<file path="src/rtl/mem_wb_pkg.sv">
// Shared types and defaults for the MEM/WB writeback stage.
// - result_src_e : writeback result select encoding
// - wb_lane_t    : one lane's writeback bundle at the default widths; the top packs lanes in
//                  this same field order (regwrite MSB ... pc_plus4 LSB)
// - occ_count    : entry count from the two valid bits of a two-entry buffer
package mem_wb_pkg;

  localparam int unsigned NumLanesDef = 2;
  localparam int unsigned XlenDef     = 32;
  localparam int unsigned RegAwDef    = 5;

  typedef enum logic [1:0] {
    RES_ALU = 2'b00,
    RES_MEM = 2'b01,
    RES_PC4 = 2'b10,
    RES_RSV = 2'b11
  } result_src_e;

  typedef struct packed {
    logic                regwrite;
    result_src_e         result_src;
    logic [XlenDef-1:0]  alu_result;
    logic [XlenDef-1:0]  read_data;
    logic [RegAwDef-1:0] rd;
    logic [XlenDef-1:0]  pc_plus4;
  } wb_lane_t;

  localparam int unsigned LaneWDef = $bits(wb_lane_t);

  function automatic logic [1:0] occ_count(input logic main_v, input logic skid_v);
    return {main_v & skid_v, main_v ^ skid_v};
  endfunction

endpackage

</file>
<file path="src/rtl/pipe_skid_buf.sv">
// Generic two-entry skid buffer over a W-bit packed payload.
// The main entry drives the outputs; the skid entry catches a group accepted while the
// consumer stalls, so in_ready can be a flop without losing throughput.
// Ports:
//   clk, rst (async, active-low), flush (sync kill of both entries)
//   in_valid/in_ready/in_data   : producer side, in_ready registered
//   out_valid/out_ready/out_data: consumer side, driven straight from the main entry
//   occupancy                   : entries held (0..2)
module pipe_skid_buf
  import mem_wb_pkg::*;
#(
  parameter int unsigned W = 8
) (
  input  logic         clk,
  input  logic         rst,
  input  logic         flush,
  input  logic         in_valid,
  output logic         in_ready,
  input  logic [W-1:0] in_data,
  output logic         out_valid,
  input  logic         out_ready,
  output logic [W-1:0] out_data,
  output logic [1:0]   occupancy
);

  logic         main_valid_q, main_valid_d;
  logic         skid_valid_q, skid_valid_d;
  logic [W-1:0] main_data_q, main_data_d;
  logic [W-1:0] skid_data_q, skid_data_d;
  logic         in_ready_q, in_ready_d;
  logic         accept, drain;

  always_comb begin
    main_valid_d = main_valid_q;
    skid_valid_d = skid_valid_q;
    main_data_d  = main_data_q;
    skid_data_d  = skid_data_q;
    accept       = in_valid & in_ready_q;
    drain        = main_valid_q & out_ready;

    if (flush) begin
      // A same-cycle drain was already taken downstream; an accept is simply dropped.
      main_valid_d = 1'b0;
      skid_valid_d = 1'b0;
    end else if (skid_valid_q) begin
      // Full: in_ready is low, so only a drain can move things.
      if (drain) begin
        main_data_d  = skid_data_q;
        skid_valid_d = 1'b0;
      end
    end else if (main_valid_q) begin
      if (accept && drain) begin
        main_data_d = in_data;
      end else if (accept) begin
        skid_data_d  = in_data;
        skid_valid_d = 1'b1;
      end else if (drain) begin
        main_valid_d = 1'b0;
      end
    end else if (accept) begin
      main_data_d  = in_data;
      main_valid_d = 1'b1;
    end

    in_ready_d = ~skid_valid_d;
  end

  always_ff @(posedge clk or negedge rst) begin
    if (!rst) begin
      main_valid_q <= 1'b0;
      skid_valid_q <= 1'b0;
      main_data_q  <= '0;
      skid_data_q  <= '0;
      in_ready_q   <= 1'b1;
    end else begin
      main_valid_q <= main_valid_d;
      skid_valid_q <= skid_valid_d;
      main_data_q  <= main_data_d;
      skid_data_q  <= skid_data_d;
      in_ready_q   <= in_ready_d;
    end
  end

  assign in_ready  = in_ready_q;
  assign out_valid = main_valid_q;
  assign out_data  = main_data_q;
  assign occupancy = occ_count(main_valid_q, skid_valid_q);

endmodule

</file>
<file path="src/rtl/mem_wb_skid_n.sv">
// MEM/WB pipeline stage for NUM_LANES writeback lanes moved as one atomic issue group.
// Lanes are packed into a two-entry skid buffer; writes to x0 are dropped at capture and
// out_regwrite is gated by out_valid.
// Ports:
//   clk, rst (async, active-low), flush (sync)
//   in_valid/in_ready + in_* lane buses (lane i at slice i of each bus)
//   out_valid/out_ready + out_* lane buses, occupancy (0..2)
// Build option MEM_WB_RESULT_MUX_EN: adds out_result, a per-lane combinational select
// (00 ALU, 01 read_data, 10 pc_plus4, 11 ALU) from the held group.
module mem_wb_skid_n
  import mem_wb_pkg::*;
#(
  parameter int unsigned NUM_LANES = NumLanesDef,
  parameter int unsigned XLEN      = XlenDef,
  parameter int unsigned REG_AW    = RegAwDef
) (
  input  logic                        clk,
  input  logic                        rst,
  input  logic                        flush,
  input  logic                        in_valid,
  output logic                        in_ready,
  input  logic [NUM_LANES-1:0]        in_regwrite,
  input  logic [2*NUM_LANES-1:0]      in_result_src,
  input  logic [XLEN*NUM_LANES-1:0]   in_alu_result,
  input  logic [XLEN*NUM_LANES-1:0]   in_read_data,
  input  logic [REG_AW*NUM_LANES-1:0] in_rd,
  input  logic [XLEN*NUM_LANES-1:0]   in_pc_plus4,
  output logic                        out_valid,
  input  logic                        out_ready,
  output logic [NUM_LANES-1:0]        out_regwrite,
  output logic [2*NUM_LANES-1:0]      out_result_src,
  output logic [XLEN*NUM_LANES-1:0]   out_alu_result,
  output logic [XLEN*NUM_LANES-1:0]   out_read_data,
  output logic [REG_AW*NUM_LANES-1:0] out_rd,
  output logic [XLEN*NUM_LANES-1:0]   out_pc_plus4,
`ifdef MEM_WB_RESULT_MUX_EN
  output logic [XLEN*NUM_LANES-1:0]   out_result,
`endif
  output logic [1:0]                  occupancy
);

  // Same field order as wb_lane_t, at this instance's widths.
  localparam int unsigned LaneW = 1 + 2 + 3 * XLEN + REG_AW;
  localparam int unsigned W     = LaneW * NUM_LANES;

  logic [W-1:0]         in_data;
  logic [W-1:0]         out_data;
  logic [NUM_LANES-1:0] rw_held;
  logic                 out_valid_int;

  for (genvar i = 0; i < NUM_LANES; i++) begin : g_lane
    logic [REG_AW-1:0] rd_in;
    logic              rw_in;

    assign rd_in = in_rd[i*REG_AW +: REG_AW];
    assign rw_in = in_regwrite[i] & (rd_in != '0);

    assign in_data[i*LaneW +: LaneW] = {rw_in,
                                        in_result_src[2*i +: 2],
                                        in_alu_result[i*XLEN +: XLEN],
                                        in_read_data[i*XLEN +: XLEN],
                                        rd_in,
                                        in_pc_plus4[i*XLEN +: XLEN]};

    assign {rw_held[i],
            out_result_src[2*i +: 2],
            out_alu_result[i*XLEN +: XLEN],
            out_read_data[i*XLEN +: XLEN],
            out_rd[i*REG_AW +: REG_AW],
            out_pc_plus4[i*XLEN +: XLEN]} = out_data[i*LaneW +: LaneW];

`ifdef MEM_WB_RESULT_MUX_EN
    logic [XLEN-1:0] res;

    always_comb begin
      case (result_src_e'(out_result_src[2*i +: 2]))
        RES_MEM: res = out_read_data[i*XLEN +: XLEN];
        RES_PC4: res = out_pc_plus4[i*XLEN +: XLEN];
        default: res = out_alu_result[i*XLEN +: XLEN];  // RES_ALU and reserved
      endcase
    end

    assign out_result[i*XLEN +: XLEN] = res;
`endif
  end

  pipe_skid_buf #(
    .W (W)
  ) u_skid (
    .clk       (clk),
    .rst       (rst),
    .flush     (flush),
    .in_valid  (in_valid),
    .in_ready  (in_ready),
    .in_data   (in_data),
    .out_valid (out_valid_int),
    .out_ready (out_ready),
    .out_data  (out_data),
    .occupancy (occupancy)
  );

  assign out_valid    = out_valid_int;
  assign out_regwrite = rw_held & {NUM_LANES{out_valid_int}};

endmodule
</file>
<file path="config.mk">
export PLATFORM = sky130hd
export DESIGN_NAME = mem_wb_skid_n
export DESIGN_NICKNAME = d
export VERILOG_FILES = /design/src/rtl/mem_wb_pkg.sv /design/src/rtl/pipe_skid_buf.sv /design/src/rtl/mem_wb_skid_n.sv
export SDC_FILE = /design/constraint.sdc
export NUM_CORES = 1
export LEC_CHECK = 0
export CORE_ASPECT_RATIO = 0.6
export CORE_MARGIN = 4
export CORE_UTILIZATION = 27
export DETAILED_ROUTE_END_ITERATION = 10
export PLACE_DENSITY = 0.57
export REMOVE_ABC_BUFFERS = 1
export SYNTH_ARGS = -nofsm -noshare
export SYNTH_HDL_FRONTEND = slang
export SYNTH_SLANG_ARGS = --single-unit
</file>
<file path="constraint.sdc">
create_clock -name clk -period 2.33 [get_ports clk]
set_clock_uncertainty 0.15 [all_clocks]
set_input_delay 0.3495 -clock clk [delete_from_list [all_inputs] [get_ports clk]]
set_output_delay 0.3495 -clock clk [all_outputs]
set_load 0.01 [all_outputs]
</file>
; Yosys cells after proc, flatten, opt, wreduce, memory -nomap -nowiden
; Cells that the tools add are included.
; Widths: inputs -> output; s select.
[classes]
bitwise_logic = 11
n_reduce_logical = 6
n_mux = 16
n_eq_ne = 3
[ops]
columns = operator, count
row1 = $mux 208, 5
row2 = $mux 1, 11
row3 = $reduce_bool 5->1, 2
row4 = $and 1x1->1, 5
row5 = $reduce_and 5->1, 1
row6 = $ne 2x2->1 const B, 2
row7 = $not 1->1, 4
row8 = $reduce_and 4->1, 1
row9 = $ne 3x3->1 const B, 1
row10 = $reduce_bool 3->1, 1
row11 = $and 2x2->2, 1
row12 = $logic_and 1x1->1, 1
row13 = $xor 1x1->1, 1
[word_totals]
elab_cells = 41
output_inout_bits = 212
regBits = 419
input_bits = 213

; Longest topological paths before layout
; Gate-level depths: netlist of the first run.
[logic_depth]
ltp_word = 7
depth_mapped = 8

; Cells and area by module
; Synthesis of the first run repeated with hierarchy kept, for this count alone.
[hier_totals]
hier_cells = 1135
area_unflattened_um2 = 18495.2
[modules_own_cells]
columns = mod, area_per_inst_um2, cells_each, seq_area_each_um2, instances
row1 = pipe_skid_buf, 18452.7, 1129, 10486.3, 1
row2 = mem_wb_skid_n, 42.5, 6, 0.0, 1

; Worst setup path after synthesis of the first run
; OpenSTA, ideal clock, no wires.
[synth_path]
path_kind = reg2reg
start = reg u_skid.in_ready_q, in the netlist u_skid.in_ready
end = reg u_skid.skid_data_q[0]
arrival_time_ps = 1491
n_path_buf = 2
path_slack_ps = 564
synth_period_minus_slack_ps = 1766
path_stages_with_launch = 6
t_required_ps = 2055
cell_sequence = dfstp_2 > and2_1 > nand3_2 > buf_6 > buf_6 > mux2_4
[synth_between]
elab_chain_len = 4
[synth_rtl]
columns = element, line_no
row1 = start: declaration, pipe_skid_buf.sv:30  ; logic in_ready_q, in_ready_d;
row2 = start signal: assignment, pipe_skid_buf.sv:80  ; in_ready_q <= in_ready_d;
row3 = $and 1x1->1 (*), pipe_skid_buf.sv:38  ; accept = in_valid & in_ready_q;
row4 = $logic_and 1x1->1, pipe_skid_buf.sv:52  ; if (accept && drain) begin
row5 = $not 1->1 (no source line), --
row6 = $reduce_and 5->1 (no source line) (*), --
row7 = end signal: assignment, pipe_skid_buf.sv:79  ; skid_data_q <= skid_data_d;
row8 = end: declaration, pipe_skid_buf.sv:29  ; logic [W-1:0] skid_data_q, skid_data_d;
; Mark *: on every way between the ends. The rest lies on a longest branch, timed or not.
; A chain may end at the register's enable or synchronous reset.

; Worst setup path in the final report of the first run
[layout_path]
start = reg u_skid.skid_valid_q
end = out occupancy[1]
[layout_between]
elab_chain_len = 1
[layout_rtl]
columns = element, line_no
row1 = start: declaration, pipe_skid_buf.sv:27  ; logic skid_valid_q, skid_valid_d;
row2 = start signal: assignment, pipe_skid_buf.sv:77  ; skid_valid_q <= skid_valid_d;
row3 = $and 1x1->1, mem_wb_pkg.sv:31  ; return {main_v & skid_v, main_v ^ skid_v};
row4 = end: declaration, mem_wb_skid_n.sv:39  ; output logic [1:0] occupancy
; No other way between the ends.

==> metrics.txt, run 1 <==
GRT met2 Usage 0.179; post-placement cell count 2756; count of unique library cells instantiated by Yosys 26; clk root buf clkbuf_16; nets 2044; initial antenna violation count 1; layout cells sized above 1 0.187; Post-Synth XOR/XNOR Area 0; startpoint class of the critical path flip-flop; combinational family with the most area after synthesis multiplexers; mux cell area share after synthesis 0.257; average wire per standard cell 17.2 µm; worst slew pin tran 600 ps; gr ovfl total 0; Total GRT Usage 0.122; synthesis-to-layout area growth 27.6%; Worst EP required 1830 ps; Initial DRC Count 631; Via Count 12.1k; Total Routed Length 48800 µm; busiest grt layer met1; simple-gate share of the synthesized area 0.0459; Max Cap Violations 0; Via-to-Cell Ratio 4.26; Worst setup EP type output port; Reg2Reg Depth 5; Cell Count, Final, Fillers Out 2836; vias in the first global route 13.0k; most frequent cells in the layout clkdlybuf4s50_1 (422), dfrtp_1 (416), nand2_1 (209), o21ai_1 (209), mux2i_1 (206); clk_lat worst skew 550 ps; max-slew violations 0; Core Area 72400 µm²; setup TNS 0 ps; Seq/Total Area, Yosys 0.527; drt drc 0; die width 359 µm; Detailed Place HPWL 34900 µm; compound-cell area share of the yosys netlist 0.0554; number of synthesized register bits 419; PwrDens 946 nW/µm²; PortBufs 424; clock sinks 419; Slew Limit Headroom 0.600; HP Class primary input to asynchronous set/reset pin; Filler Cell Count 7014; CTS clk-pin slew, worst paths 60 ps; synth warn 0; maximum fanout along the worst path 2; post-route ant nets 0; DIE HEIGHT 218 µm; met1 global-route usage 0.180; RePlAce Congestion 0.779; first-pass GRT wire length 76200 µm; commonest non-fill, non-tap cell in the layout clkdlybuf4s50_1; TritonCTS buffer count 43; Initial Util 0.275; leakage 11.3 nW; num rows 76; outcome finished clean; Post-Layout Inst Area 25400 µm²; adder-cell area share of the yosys netlist 0.000629; f_max 453 MHz; Final Hold Fails 0; CTS tree done; I/O Pins 425; First-pass DRT Iterations 5; final setup violation count 0; H-Tree Depth 2; Final period util 0.948; PnR Total Power 0.0240 W; Synth Area per Inst 12.6 µm²; gate count of the mapped netlist 1578; Post-Syn Area 19900 µm²; Longest Clk Path Bufs 3; crit path DAT 1710 ps; post-route minimum period 2210 ps; largest net degree at the start of global routing 68; total die area 78300 µm²; RSZ-0062 raised after global routing false; CP Class flip-flop to output port; maximum VDD drop 399 µV; dpl cell area 24000 µm²; routing usage on met3 0.0318
[Yosys cell counts]
cell type / number / area, µm²
clkbuf_1: 11 / 41.3
or4_1: 4 / 30.0
or3_1: 1 / 6.26
o21ai_1: 209 / 1050
dfrtp_1: 418 / 10500
nand3_2: 1 / 10.0
and2b_1: 1 / 7.51
nand2_1: 209 / 785
ha_1: 1 / 12.5
dfstp_2: 1 / 26.3
buf_2: 38 / 190
and2_1: 4 / 25.0
nand4_1: 2 / 12.5
mux2_1: 10 / 113
buf_4: 206 / 1550
nand3_1: 2 / 10.0
buf_6: 43 / 484
inv_1: 2 / 7.51
a21oi_1: 2 / 10.0
o221ai_4: 1 / 26.3
o21ai_0: 4 / 20.0
mux2_4: 196 / 2940
nor2_1: 4 / 15.0
mux2i_1: 206 / 2060
nand2b_1: 1 / 6.26
nor2_2: 1 / 6.26
[metrics by stage]
| stage | hold WS [ps] | setup WS (ps) | utilization |
|---|---|---|---|
| CTS | 192 | 52.0 | 0.351 |
| global placement | 221 | -49.4 | 0.331 |
| detailed placement | 226 | -56.8 | 0.331 |
| global route | 238 | 45.3 | 0.351 |
| floorplan | -96.1 | -11330 | - |
| finish | 245 | 122 | 0.351 |
[registers in the layout (all words and copies together) (netlist names)]
signal               cells
u_skid.skid_valid_q      1
u_skid.out_valid         1
u_skid.out_data        208
u_skid.in_ready          1
u_skid.skid_data_q     208
[cells by family (layout without fill, tap and decap cells)]
kind of cell,Yosys count,count (layout)
AND/OR/NAND/NOR,230,230
flip-flops,419,419
AO/OA/AOI/OAI,216,216
buffers and inverters,300,582
adder cells (fa/ha/maj),1,1
other,0,1
multiplexers,412,412
[layout make-up]
| cell class | instances | area [µm²] | share of cell area |
|---|---|---|---|
| Antenna cell | 1 | 2.50 | 0.0000985 |
| Multi-Input combinational cell | 859 | 7150 | 0.282 |
| Clock inverter | 8 | 73.8 | 0.00291 |
| Sequential cell | 419 | 10500 | 0.413 |
| Timing Repair Buffer | 505 | 5120 | 0.202 |
| Inverter | 2 | 7.51 | 0.000296 |
| Clock buffer | 67 | 1330 | 0.0523 |
| Tap cell | 975 | 1220 | 0.0480 |
[power breakdown]
group | internal (W) | total (W) | switching [W]
clock | 0.00402 | 0.00695 | 0.00293
sequential | 0.00935 | 0.0107 | 0.00131
combinational | 0.00402 | 0.00642 | 0.00240
total | 0.0174 | 0.0240 | 0.00664
[critical path: stages, from the launching register on]
cell,delay [ps]
dfrtp_4,500
ha_1,180
clkdlybuf4s50_1,470
[routing by layer]
layer / up-vias / wire [µm]
li1: 5677 / -
met1: 6047 / 24300
met2: 306 / 20800
met3: 42 / 3010
met4: 0 / 635
met5: - / 0
[timing repair]
action / 4_1_cts / 5_1_grt
hold buffers: 1 / 0
gates resized for setup: 2 / 0
buffers inserted: 3 / 0
endpoints found under the setup margin: 4 / 0
endpoints found under the hold margin: 43 / 0
[worst paths after layout]
kind	to	slack, ps	start
max in group asynchronous	u_skid.out_data[172]$_DFFE_PN0P_	970	rst
max	occupancy[1]	120	u_skid.skid_valid_q$_DFF_PN0_
min reg2reg	u_skid.out_data[159]$_DFFE_PN0P_	330	u_skid.out_data[159]$_DFFE_PN0P_
min in group clk	u_skid.skid_data_q[103]$_DFFE_PN0P_	260	in_regwrite[0]
max reg2reg	u_skid.out_data[83]$_DFFE_PN0P_	250	u_skid.skid_valid_q$_DFF_PN0_
min	u_skid.out_data[124]$_DFFE_PN0P_	250	rst
(Power assumes the default switching activity.)
==> run 2, diff against run 1 <==
Settings changed: PLACE_DENSITY 0.57 to 0.58.
Clock period 2.33 ns to 1.9 ns, I/O delays scaled along.
==> run 2 against run 1 <==
Effect of this change:
- the flow now finishes with violations (negative setup slack)
- count of clock-buffer cells in the layout is 10 lower
- sequential share of layout area is 2.1 points lower
- critical path depth is 8 higher
- critical path type is now flip-flop to flip-flop
- critical endpoint is now u_skid.out_data[52]$_DFFE_PN0P_
- highest routed layer unchanged
==> metrics.txt, run 2 (same netlist as run 1, synthesis figures left out) <==
outcome finished, violations left (was finished clean); failing checks negative setup slack; maximum fanout along the worst path 8 (was 2); layout cells sized above 1 0.242 (was 0.187); Total GRT Usage 0.128 (was 0.122); Worst Slack Setup Final -112 ps (was 122 ps); dpl ws -383 ps (was -56.8 ps); nets 2131 (was 2044); CTS clk-pin slew, worst paths 70 ps (was 60 ps); PortBufs 424 (unchanged); startpoint class of the critical path flip-flop (unchanged); HP Class primary input to asynchronous set/reset pin (unchanged); Reg2Reg Depth 10 (was 5); clk root buf clkbuf_16 (unchanged); most frequent cells in the layout dfrtp_1 (417), clkdlybuf4s50_1 (211), dlygate4sd2_1 (207) (was clkdlybuf4s50_1 (422), dfrtp_1 (416), nand2_1 (209), o21ai_1 (209), mux2i_1 (206)); Worst EP required 2190 ps (was 1830 ps); post-placement cell count 2803 (was 2756); commonest non-fill, non-tap cell in the layout dfrtp_1 (was clkdlybuf4s50_1); final setup violation count 324 (was 0); RSZ-0062 raised after global routing true (was false); worst slew pin tran 398 ps (was 600 ps); I/O Pins 425 (unchanged); maximum VDD drop 494 µV (was 399 µV); Total Routed Length 55000 µm (was 48800 µm); multi-input logic area 7260 µm² (was 7150 µm²); vias in the first global route 13.4k (was 13.0k); Slew Limit Headroom 0.734 (was 0.600); PwrDens 1110 nW/µm² (was 946 nW/µm²); DIE HEIGHT 218 µm (unchanged); max-slew violations 0 (unchanged); clk_lat worst skew 560 ps (was 550 ps); synthesis-to-layout area growth 34.6% (was 27.6%); Worst R2R Start u_skid.skid_valid_q$_DFF_PN0_ (unchanged); num rows 76 (unchanged); largest net degree at the start of global routing 69 (was 68); Core Area 72400 µm² (unchanged); Detailed Place HPWL 36400 µm (was 34900 µm); average wire per standard cell 18.8 µm (was 17.2 µm); Initial DRC Count 620 (was 631); drt drc 0 (unchanged); H-Tree Depth 2 (unchanged); hold slack 69.7 ps (was 245 ps); leakage 12.7 nW (was 11.3 nW); Filler Cell Count 6946 (was 7014); total die area 78300 µm² (unchanged); Initial Util 0.275 (unchanged); CP Launch Point u_skid.skid_valid_q$_DFF_PN0_ (unchanged); setup TNS -12660 ps (was 0 ps); Final period util 1.06; Cell Count, Final, Fillers Out 2924 (was 2836); initial antenna violation count 3 (was 1); Worst setup EP type flip-flop (was output port); post-route ant nets 0 (unchanged); RePlAce Congestion 0.779 (about the same); post-route minimum period 2010 ps; Max Cap Violations 0 (unchanged); flip-flop and latch area 10500 µm² (about the same); TritonCTS buffer count 42 (was 43); CP Class flip-flop to flip-flop (was flip-flop to output port); Core Util, Final 0.370 (was 0.351); First-pass DRT Iterations 4 (was 5); clock sinks 419 (unchanged); CTS tree done (unchanged); gr ovfl total 0 (unchanged); die width 359 µm (unchanged); Final Hold Fails 0 (unchanged); Via Count 12.7k (was 12.1k); Via-to-Cell Ratio 4.36 (was 4.26); first-pass GRT wire length 79100 µm (was 76200 µm); crit path DAT 2310 ps (was 1710 ps); Longest Clk Path Bufs 3 (unchanged); f_max 497 MHz
-- run 2: cell count changes in the layout (fill, tap and decap cells not counted), sizes merged, moves of 5 or more --
cell,change
clkdlybuf4s50,-211
dlygate4sd2,+206
buf,+74
clkbuf,+8
clkinv,+6
bufinv,+5
-- run 2: critical path, cell delays in order (launching register included) --
cell and delay (ps):
dfrtp_4 500, buf_8 150, buf_6 110, nor2_4 110, o221ai_4 130, buf_6 160
buf_12 120, clkbuf_16 180, buf_12 160, nand2_2 50, o21ai_1 60
-- run 2: through the flow --
step	instance area (µm²)	power, W
floorplan	17600	0.0171
global placement	24300	0.0210
detailed placement	24300	0.0212
CTS	25800	0.0297
global route	26800	0.0313
finish	26800	0.0297
-- run 2: area by class of cell --
class                      count  area share
sequential                   419       0.392
multi-input combinational    859       0.271
timing repair buffer         593       0.236
clock buffer                  57      0.0464
tap                          975      0.0456
clock inverter                18     0.00906
inverter                       2    0.000280
antenna                        1   0.0000934
-- run 2: power breakdown --
group	total [W]	switching (W)	internal, W
sequential	0.0131	0.00158	0.0115
clock	0.00903	0.00364	0.00539
combinational	0.00759	0.00314	0.00445
total	0.0297	0.00837	0.0213
-- run 2: worst paths after layout --
kind | endpoint | slack [ps]
worst max register to register | u_skid.out_data[52]$_DFFE_PN0P_ | -110
min in group clk | u_skid.skid_data_q[167]$_DFFE_PN0P_ | 200
worst min register to register | u_skid.out_data[80]$_DFFE_PN0P_ | 330
max in group asynchronous | u_skid.out_data[195]$_DFFE_PN0P_ | 760
worst min-delay path | u_skid.skid_data_q[146]$_DFFE_PN0P_ | 70
worst max-delay path | u_skid.out_data[52]$_DFFE_PN0P_ | -110
-- run 2: metal layers --
| metal | up-vias | part of all wire | GRT usage |
|---|---|---|---|
| met5 | - | 0 | 0 |
| met4 | 0 | 0.016 | 0.0276 |
| met3 | 66 | 0.066 | 0.0330 |
| met2 | 343 | 0.42 | 0.187 |
| met1 | 6441 | 0.50 | 0.189 |
| li1 | 5886 | - | - |
-- run 2: timing repair --
item / in CTS / in global routing
buffers inserted: 6 / 11
resized for setup: 276 / 89
endpoints found under the setup margin: 405 / 410
gates cloned: 3 / 26
pin swaps: 0 / 9
hold buffers: 1 / 0
hold endpoints to repair: 283 / 0
==> run 3, diff against run 2 <==
Settings changed: PLACE_DENSITY 0.58 to 0.57, SLEW_MARGIN from default to 0.
Clock period 1.9 ns to 2.15 ns, I/O delays scaled along.
==> run 3 against run 2 <==
Effect of this change:
- the flow now finishes without violations
- highest routed layer unchanged
- non-clock buffer count fell by 62
- wire length fell by 10%
- register-to-register slack gained 330 ps
- die area unchanged
- sequential share of layout area is 1.8 points higher
- combinational power down 7.9%
- clock power down 14%
- core utilization decreased by 1.6 points
- design area is 4.3% lower
==> metrics.txt, run 3 (same netlist as run 1, synthesis figures left out) <==
Worst Slack Setup Final 106 ps (was -112 ps); share of power burned in registers 0.440 (about the same); Ant. Diodes 0 (was 1); crit path cell chain buf_4, ha_1, dlygate4sd2_1 (was buf_8, buf_6, nor2_4, o221ai_4, buf_6, buf_12, clkbuf_16, buf_12, nand2_2, o21ai_1); Total GRT Usage 0.124 (was 0.128); num rows 76 (unchanged); clk root buf clkbuf_16 (unchanged); HP Class primary input to asynchronous set/reset pin (unchanged); vias in the first global route 13.3k (was 13.4k); Worst EP required 1680 ps (was 2190 ps); layout cells sized above 1 0.199 (was 0.242); H-Tree Depth 2 (unchanged); Slowest-stage cell, CP dfrtp_2 (was dfrtp_4); CTS tree done (unchanged); post-route minimum period 2040 ps; synthesis-to-layout area growth 28.7% (was 34.6%); RSZ-0062 raised after global routing false (was true); Initial DRC Count 654 (was 620); final setup violation count 0 (was 324); Int Power 0.0191 W (was 0.0213 W); NetSw 0.00725 W (was 0.00837 W); f_max 489 MHz; PwrDens 1030 nW/µm² (was 1110 nW/µm²); die width 359 µm (unchanged); first-pass GRT wire length 77500 µm (was 79100 µm); post-route ant nets 0 (unchanged); average wire per standard cell 17.3 µm (was 18.8 µm); Max stage delay on crit path 410 ps (was 500 ps); CTS clk-pin slew, worst paths 60 ps (was 70 ps); Cell Count, Final, Fillers Out 2862 (was 2924); total die area 78300 µm² (unchanged); part of the power in the clock network 0.294 (was 0.304); worst slew pin tran 621 ps (was 398 ps); Largest delay share family, worst path buffers and inverters (unchanged); maximum fanout along the worst path 4 (was 8); Core Area 72400 µm² (unchanged); Comb power frac 0.266 (was 0.256); drt drc 0 (unchanged); Reg2Reg Depth 6 (was 10); Via Count 12.1k (was 12.7k); nets 2069 (was 2131); TritonCTS buffer count 42 (unchanged); DIE HEIGHT 218 µm (unchanged); gr ovfl total 0 (unchanged); Longest Clk Path Bufs 3 (unchanged); hold slack 185 ps (was 69.7 ps); Initial Util 0.275 (unchanged); flop2flop setup slack 220 ps (was -110 ps); post-placement cell count 2784 (was 2803); I/O Pins 425 (unchanged); RePlAce Congestion 0.796 (was 0.779); Slew Limit Headroom 0.586 (was 0.734); Core Util, Final 0.354 (was 0.370); Detailed Place HPWL 35600 µm (was 36400 µm); leakage 11.4 nW (was 12.7 nW); Final Hold Fails 0 (unchanged); largest net degree at the start of global routing 61 (was 69); Final period util 0.951; CP Class flip-flop to output port (was flip-flop to flip-flop); Worst R2R Start u_skid.out_valid$_DFFE_PN0P_ (was u_skid.skid_valid_q$_DFF_PN0_); CP bufs+invs 2 (was 6); Via-to-Cell Ratio 4.24 (was 4.36); Worst setup EP type output port (was flip-flop); crit path DAT 1570 ps (was 2310 ps); outcome finished clean (was finished, violations left); startpoint class of the critical path flip-flop (unchanged); most frequent cells in the layout clkdlybuf4s50_1 (417), dfrtp_1 (416), nand2_1 (209), o21ai_1 (209), mux2i_1 (206) (was dfrtp_1 (417), clkdlybuf4s50_1 (211), dlygate4sd2_1 (207)); clk_lat worst skew 560 ps (about the same); PnR Total Power 0.0263 W (was 0.0297 W); Max Cap Violations 0 (unchanged); First-pass DRT Iterations 4 (unchanged); maximum VDD drop 459 µV (was 494 µV); Total Routed Length 49400 µm (was 55000 µm); dpl ws -162 ps (was -383 ps); initial antenna violation count 0 (was 3); CP Launch Point u_skid.out_valid$_DFFE_PN0P_ (was u_skid.skid_valid_q$_DFF_PN0_); Filler Cell Count 6985 (was 6946); max-slew violations 0 (unchanged); commonest non-fill, non-tap cell in the layout clkdlybuf4s50_1 (was dfrtp_1); PortBufs 424 (unchanged); Sw Ratio 0.276 (was 0.282); clock sinks 419 (unchanged); worst r2r dst u_skid.skid_data_q[167]$_DFFE_PN0P_ (was u_skid.out_data[52]$_DFFE_PN0P_)
==> run 3: cell count changes in the layout (fill, tap and decap cells not counted), sizes merged <==
cell,change
clkdlybuf4s50,+206
dlygate4sd2,-203
buf,-47
clkbuf,-9
clkinv,-5
bufinv,-3
clkdlybuf4s15,-1
clkinvlp,-1
diode,-1
dlymetal6s2s,+1
inv,+1
==> run 3: power by group through the flow <==
stage	Combinational (W)	Clock (W)	Sequential, W
after floorplan	0.00330	0	0.0118
after global placement	0.00693	0	0.0116
after detailed placement	0.00710	0	0.0116
after CTS	0.00711	0.00802	0.0116
after global routing	0.00757	0.00836	0.0118
final	0.00699	0.00774	0.0116
==> run 3: worst max path at each step <==
| stage | endpoint | depth (start not counted) |
|---|---|---|
| floorplan | u_skid.out_data[0]$_DFFE_PN0P_ | 3 |
| global placement | u_skid.skid_data_q[167]$_DFFE_PN0P_ | 6 |
| detailed placement | u_skid.skid_data_q[167]$_DFFE_PN0P_ | 6 |
| CTS | out_valid | 2 |
| global route | occupancy[1] | 3 |
| finish | occupancy[1] | 3 |
==> run 3: repair_timing <==
item	in CTS	in global routing
endpoints found under the hold margin	36	0
hold buffers	1	0
endpoints found under the setup margin	6	1
gates resized for setup	9	1
gates cloned	0	0
buffers inserted	1	0
==> run 3: area by class of cell <==
cell class | count | area (µm²) | area share
Sequential cell | 419 | 10500 | 0.410
Multi-Input combinational cell | 859 | 7150 | 0.279
Timing Repair Buffer | 531 | 5310 | 0.207
Clock buffer | 66 | 1310 | 0.0509
Tap cell | 975 | 1220 | 0.0476
Clock inverter | 10 | 133 | 0.00518
Inverter | 2 | 7.51 | 0.000293
==> run 3: through the flow <==
step	area [µm²]	setup TNS, ps
2_1_floorplan	17600	-4426900
3_3_place_gp	24200	-29060
3_5_place_dp	24200	-26190
4_1_cts	25600	0
5_1_grt	25600	0
6_report	25600	0
==> run 3: layer usage <==
| metal | global-route usage | wire (µm) | up-vias |
|---|---|---|---|
| li1 | - | - | 5744 |
| met1 | 0.182 | 24500 | 6046 |
| met2 | 0.184 | 20900 | 301 |
| met3 | 0.0314 | 3120 | 58 |
| met4 | 0.0283 | 867 | 0 |
| met5 | 0 | 0 | - |
==> variant 1, RTL diff (config.mk and constraints of run 2) <==
The option `MEM_WB_RESULT_MUX_EN` is turned on by a define.
--- a/src/rtl/mem_wb_skid_n.sv
+++ b/src/rtl/mem_wb_skid_n.sv
@@ -9,2 +9,4 @@
 // (00 ALU, 01 read_data, 10 pc_plus4, 11 ALU) from the held group.
+`define MEM_WB_RESULT_MUX_EN
+
 module mem_wb_skid_n
New outputs: out_result. Check against the original RTL: not settled (the Yosys comparison gave no result); the edit may change what the design does.
==> variant 1 against run 2 <==
The flow still finishes with violations (setup timing); sequential share of layout area is 4.9 points lower; setup slack worse by 380 ps; sequential cell count stayed put; wire length is 32% higher; design area is 14% higher; global-route usage is 1.6 points higher; synthesized cell count is 14% higher; area after synthesis is 6.1% higher; total power is 20% higher; critical path type is now register to primary output; critical endpoint is now out_result[7]; highest routed layer is now met5.
==> variant 1: results <==
[drt]
routed_via_density = 4.62
finalWirelength_um = 72800
firstDrtPassIters = 5
detailedRoute.firstIterationViolations = 922
route.vias.total = 15500

[cells_and_area]
layout-drive-gt1-share_pct = 32.4
fin_nets = 2481
final_layout_fill_cell_count = 7348

[worst_hold_path]
holdCritStartpoint = "flush"
hold_class = "input port to register"

[place]
dp_hpwl_um = 45100
placed_cells = 3184
buffer_ports.inserted = 488
place.gp.congestion = 0.803

[global_routing]
antenna_found_initial = 5
met3_usage_pct = 3.76
grt_start_max_net_pins = 66
grt_pass1_wl_um = 94100
grt_usage_pct = 14.4
grtUsageMet2_pct = 22.2
met1_global_route_usage_pct = 20.3

[cts]
cts_inserted_buffers = 43
h-tree-depth = 2
clock_buffer_depth = 3

[synth]
synth_fa_ha_area_share_pct = 0.296
synthesis.area_per_instance_sq_um = 11.7
synthTopCellsByCount = "418 x sky130_fd_sc_hd__dfrtp_1, 273 x sky130_fd_sc_hd__nand2_1, 211 x sky130_fd_sc_hd__o21ai_1, 206 x sky130_fd_sc_hd__buf_4, 206 x sky130_fd_sc_hd__mux2i_1"
synth.distinct_cells = 29
yosysWarningCount = 0
post_synth_mux_area_share_pct = 24.2
post_synth_main_area_contributors = "sky130_fd_sc_hd__dfrtp_1 50%, sky130_fd_sc_hd__mux2_4 14%, sky130_fd_sc_hd__mux2i_1 9.8%, sky130_fd_sc_hd__buf_4 7.3%, sky130_fd_sc_hd__o21ai_1 5.0%"
synth_compound_gate_area_share_pct = 9.01
synth_seq_area_share_pct = 49.7

[critical_path]
regToRegSetupSlack_ps = -120
timing.rr.end = "u_skid.out_data[7]"
timing.critical_path.arrival_ps = 1960
cell_count_of_the_worst_reg_to_reg_path = 8

[sta]
worstMarginPinSlew_ps = 793
finalSetupViolations = 249
fin_ws_ps = -495

[power_and_ir_drop]
vdd_drop_max_v = 0.000607
cellLeakagePower_nw = 15.9

[outcome]
failed_checks = "setup timing"
status = "complete, but fails checks"
variant 1: where the power goes:
group	internal (mW)	switching (mW)
clock	4.82	3.67
combinational	7.43	6.10
sequential	11.5	2.12
total	23.7	11.9
variant 1: how the worst max path moves through the flow:
stage	start	to	slack [ps]	depth (start not counted)
3_3_place_gp	u_skid.out_data[101]	out_result[17]	-420	6
5_1_grt	u_skid.out_data[206]	out_result[60]	-600	6
4_1_cts	u_skid.out_data[102]	out_result[29]	-640	7
3_5_place_dp	u_skid.out_data[205]	out_result[56]	-430	6
6_report	u_skid.out_data[102]	out_result[7]	-500	7
2_1_floorplan	u_skid.skid_valid_q	u_skid.out_data[0]	-11760	3
variant 1: logic make-up (layout without fill, tap and decap cells):
group / after synthesis / in the layout
AOI/OAI and AO/OA: 344 / 344
other: 0 / 1
and+or+nand+nor: 294 / 294
muxes: 412 / 412
buffers and inverters: 330 / 819
adders and majority gates: 5 / 5
DFF: 419 / 419
variant 1: layer usage:
| metal | up-vias | share of wire (%) |
|---|---|---|
| li1 | 6971 | - |
| met1 | 7995 | 48 |
| met2 | 415 | 44 |
| met3 | 93 | 6.1 |
| met4 | 2 | 1.7 |
| met5 | - | 0.018 |
variant 1: metrics by stage:
| stage | total power [mW] | setup WS, ps | instance area, sq um | TNS, ps | hold WS (ps) |
|---|---|---|---|---|---|
| floorplan | 18.7 | -11760 | 18700 | -4557920 | -161 |
| global placement | 24.9 | -420 | 26600 | -105640 | 28.7 |
| detailed placement | 25.2 | -434 | 26600 | -116410 | 28.2 |
| CTS | 33.8 | -639 | 28000 | -63000 | 126 |
| global route | 37.4 | -603 | 30600 | -62730 | 153 |
| finish | 35.6 | -495 | 30600 | -34030 | 180 |
variant 1: critical path, cell delays in order (launching register included):
cell and delay [ps]:
sky130_fd_sc_hd__dfrtp_2 440, sky130_fd_sc_hd__inv_2 80, sky130_fd_sc_hd__ha_4 170, sky130_fd_sc_hd__buf_12 150
sky130_fd_sc_hd__buf_4 130, sky130_fd_sc_hd__a22oi_2 60, sky130_fd_sc_hd__o21ai_2 180, sky130_fd_sc_hd__buf_2 160
variant 1: what timing repair did:
action                     CTS  global route
hold endpoints to repair   247             0
setup buffers                2            35
gates cloned                 3            45
setup endpoints to repair  462           615
resized for setup          303           520
pin swaps                    1            55
hold buffers                 2             0
variant 1: layout make-up:
type                       count  area [sq um]  share of cell area [%]
antenna                        1          2.50                 0.00817
clock buffer                  66          1290                    4.23
clock inverter                 9          80.1                   0.262
inverter                       6          22.5                  0.0736
multi-input combinational   1055          8880                    29.0
sequential                   419         10500                    34.3
tap                         1053          1320                    4.30
timing repair buffer         738          8520                    27.8
==> variant 2, RTL diff (flow settings as in run 2) <==
Without the edit above. Take the reset off `main_data_q` and `skid_data_q` and load them in a clocked block of their own.
--- a/src/rtl/pipe_skid_buf.sv
+++ b/src/rtl/pipe_skid_buf.sv
@@ -71,4 +71,2 @@
       skid_valid_q <= 1'b0;
-      main_data_q  <= '0;
-      skid_data_q  <= '0;
       in_ready_q   <= 1'b1;
@@ -77,6 +75,9 @@
       skid_valid_q <= skid_valid_d;
-      main_data_q  <= main_data_d;
-      skid_data_q  <= skid_data_d;
       in_ready_q   <= in_ready_d;
     end
+  end
+
+  always_ff @(posedge clk) begin
+    main_data_q <= main_data_d;
+    skid_data_q <= skid_data_d;
   end
Function: not settled (the Yosys comparison gave no result); the edit may change what the design does.
==> variant 2 against run 2 <==
The run still ends with setup timing left; synthesized cell count fell by 44%; sequential cell count did not move; area after synthesis fell by 16%; core utilization fell by 0.061 points; design area fell by 16%; highest routed layer is now met5; setup slack improved by 62 ps; final cell count fell by 30%; wire length fell by 30%; critical endpoint is now occupancy[0]; die area fell by 16%; global-route usage fell by 2.2 points.
Power is not compared: it rests on default switching activity, and its combinational part moved more than twofold at a synthesized area within 25%.
==> variant 2: results <==
[outcome]
status = "complete, but fails checks"
failed_checks = "setup timing"

[synth]
synthCells = 877
synthTopCellsByCount = "416 x sky130_fd_sc_hd__edfxtp_1, 208 x sky130_fd_sc_hd__mux2_2, 206 x sky130_fd_sc_hd__buf_4, 23 x sky130_fd_sc_hd__buf_2, 3 x sky130_fd_sc_hd__a21oi_1"
synth_seq_area_share_pct = 75.2
post-synth-top-count-cell = "sky130_fd_sc_hd__edfxtp_1"

[drt]
route.layer.met1.wl_um = 17900
met2_length_um = 17000
detailedRoute.firstIterationViolations = 491
wire_per_inst_um = 18.8
met3_wirelength_from_detailed_routing_um = 2960

[global_routing]
met1_global_route_usage_pct = 14.5
met3_usage_pct = 3.78
grtUsageMet2_pct = 16.1
grt_start_max_net_pins = 80
grt_pass1_vias = 8677

[cells_and_area]
multiInputCombCellCount = 226
multiInputGateArea_sq_um = 2500
stdcell_count = 2054
proportion_of_cell_area_spent_on_the_clock_network_pct = 5.71
insertedDiodeCount = 0

[sta]
finalSetupViolations = 100
fin_ws_ps = -49.2

[cts]
worst_skew_pair.late_latency_ps = 540
cts_inserted_buffers = 41
post_cts.repair.setup_buffers = 5

[critical_path]
timing.rr.end = "u_skid.skid_data_q[19]"
cell_count_of_the_worst_reg_to_reg_path = 4
critical-path-top-delay-family = "flip-flops"

[place]
place.gp.congestion = 0.769
==> variant 2: cell count changes in the layout (fill, tap and decap cells not counted), sizes merged, moves of 17 or more <==
| cell | run 2 | this run |
|---|---|---|
| o21ai | 213 | 1 |
| dlygate4sd2 | 207 | 172 |
| clkdlybuf4s50 | 211 | 228 |
| edfxtp | 0 | 416 |
| clkbuf | 75 | 58 |
| dfrtp | 418 | 2 |
| buf | 155 | 80 |
| nand2 | 209 | 0 |
| dlymetal6s2s | 0 | 19 |
| mux2i | 206 | 0 |
==> variant 2: worst min-delay path by stage <==
stage	start	endpoint	slack [ps]	cells after the start
4_1_cts	in_read_data[28]	u_skid.skid_data_q[65]	110	1
5_1_grt	in_read_data[28]	u_skid.skid_data_q[65]	130	1
6_report	in_pc_plus4[9]	u_skid.skid_data_q[9]	170	1
3_3_place_gp	rst	u_skid.out_valid	330	1
2_1_floorplan	rst	u_skid.out_valid	-160	0
3_5_place_dp	rst	u_skid.out_valid	330	1
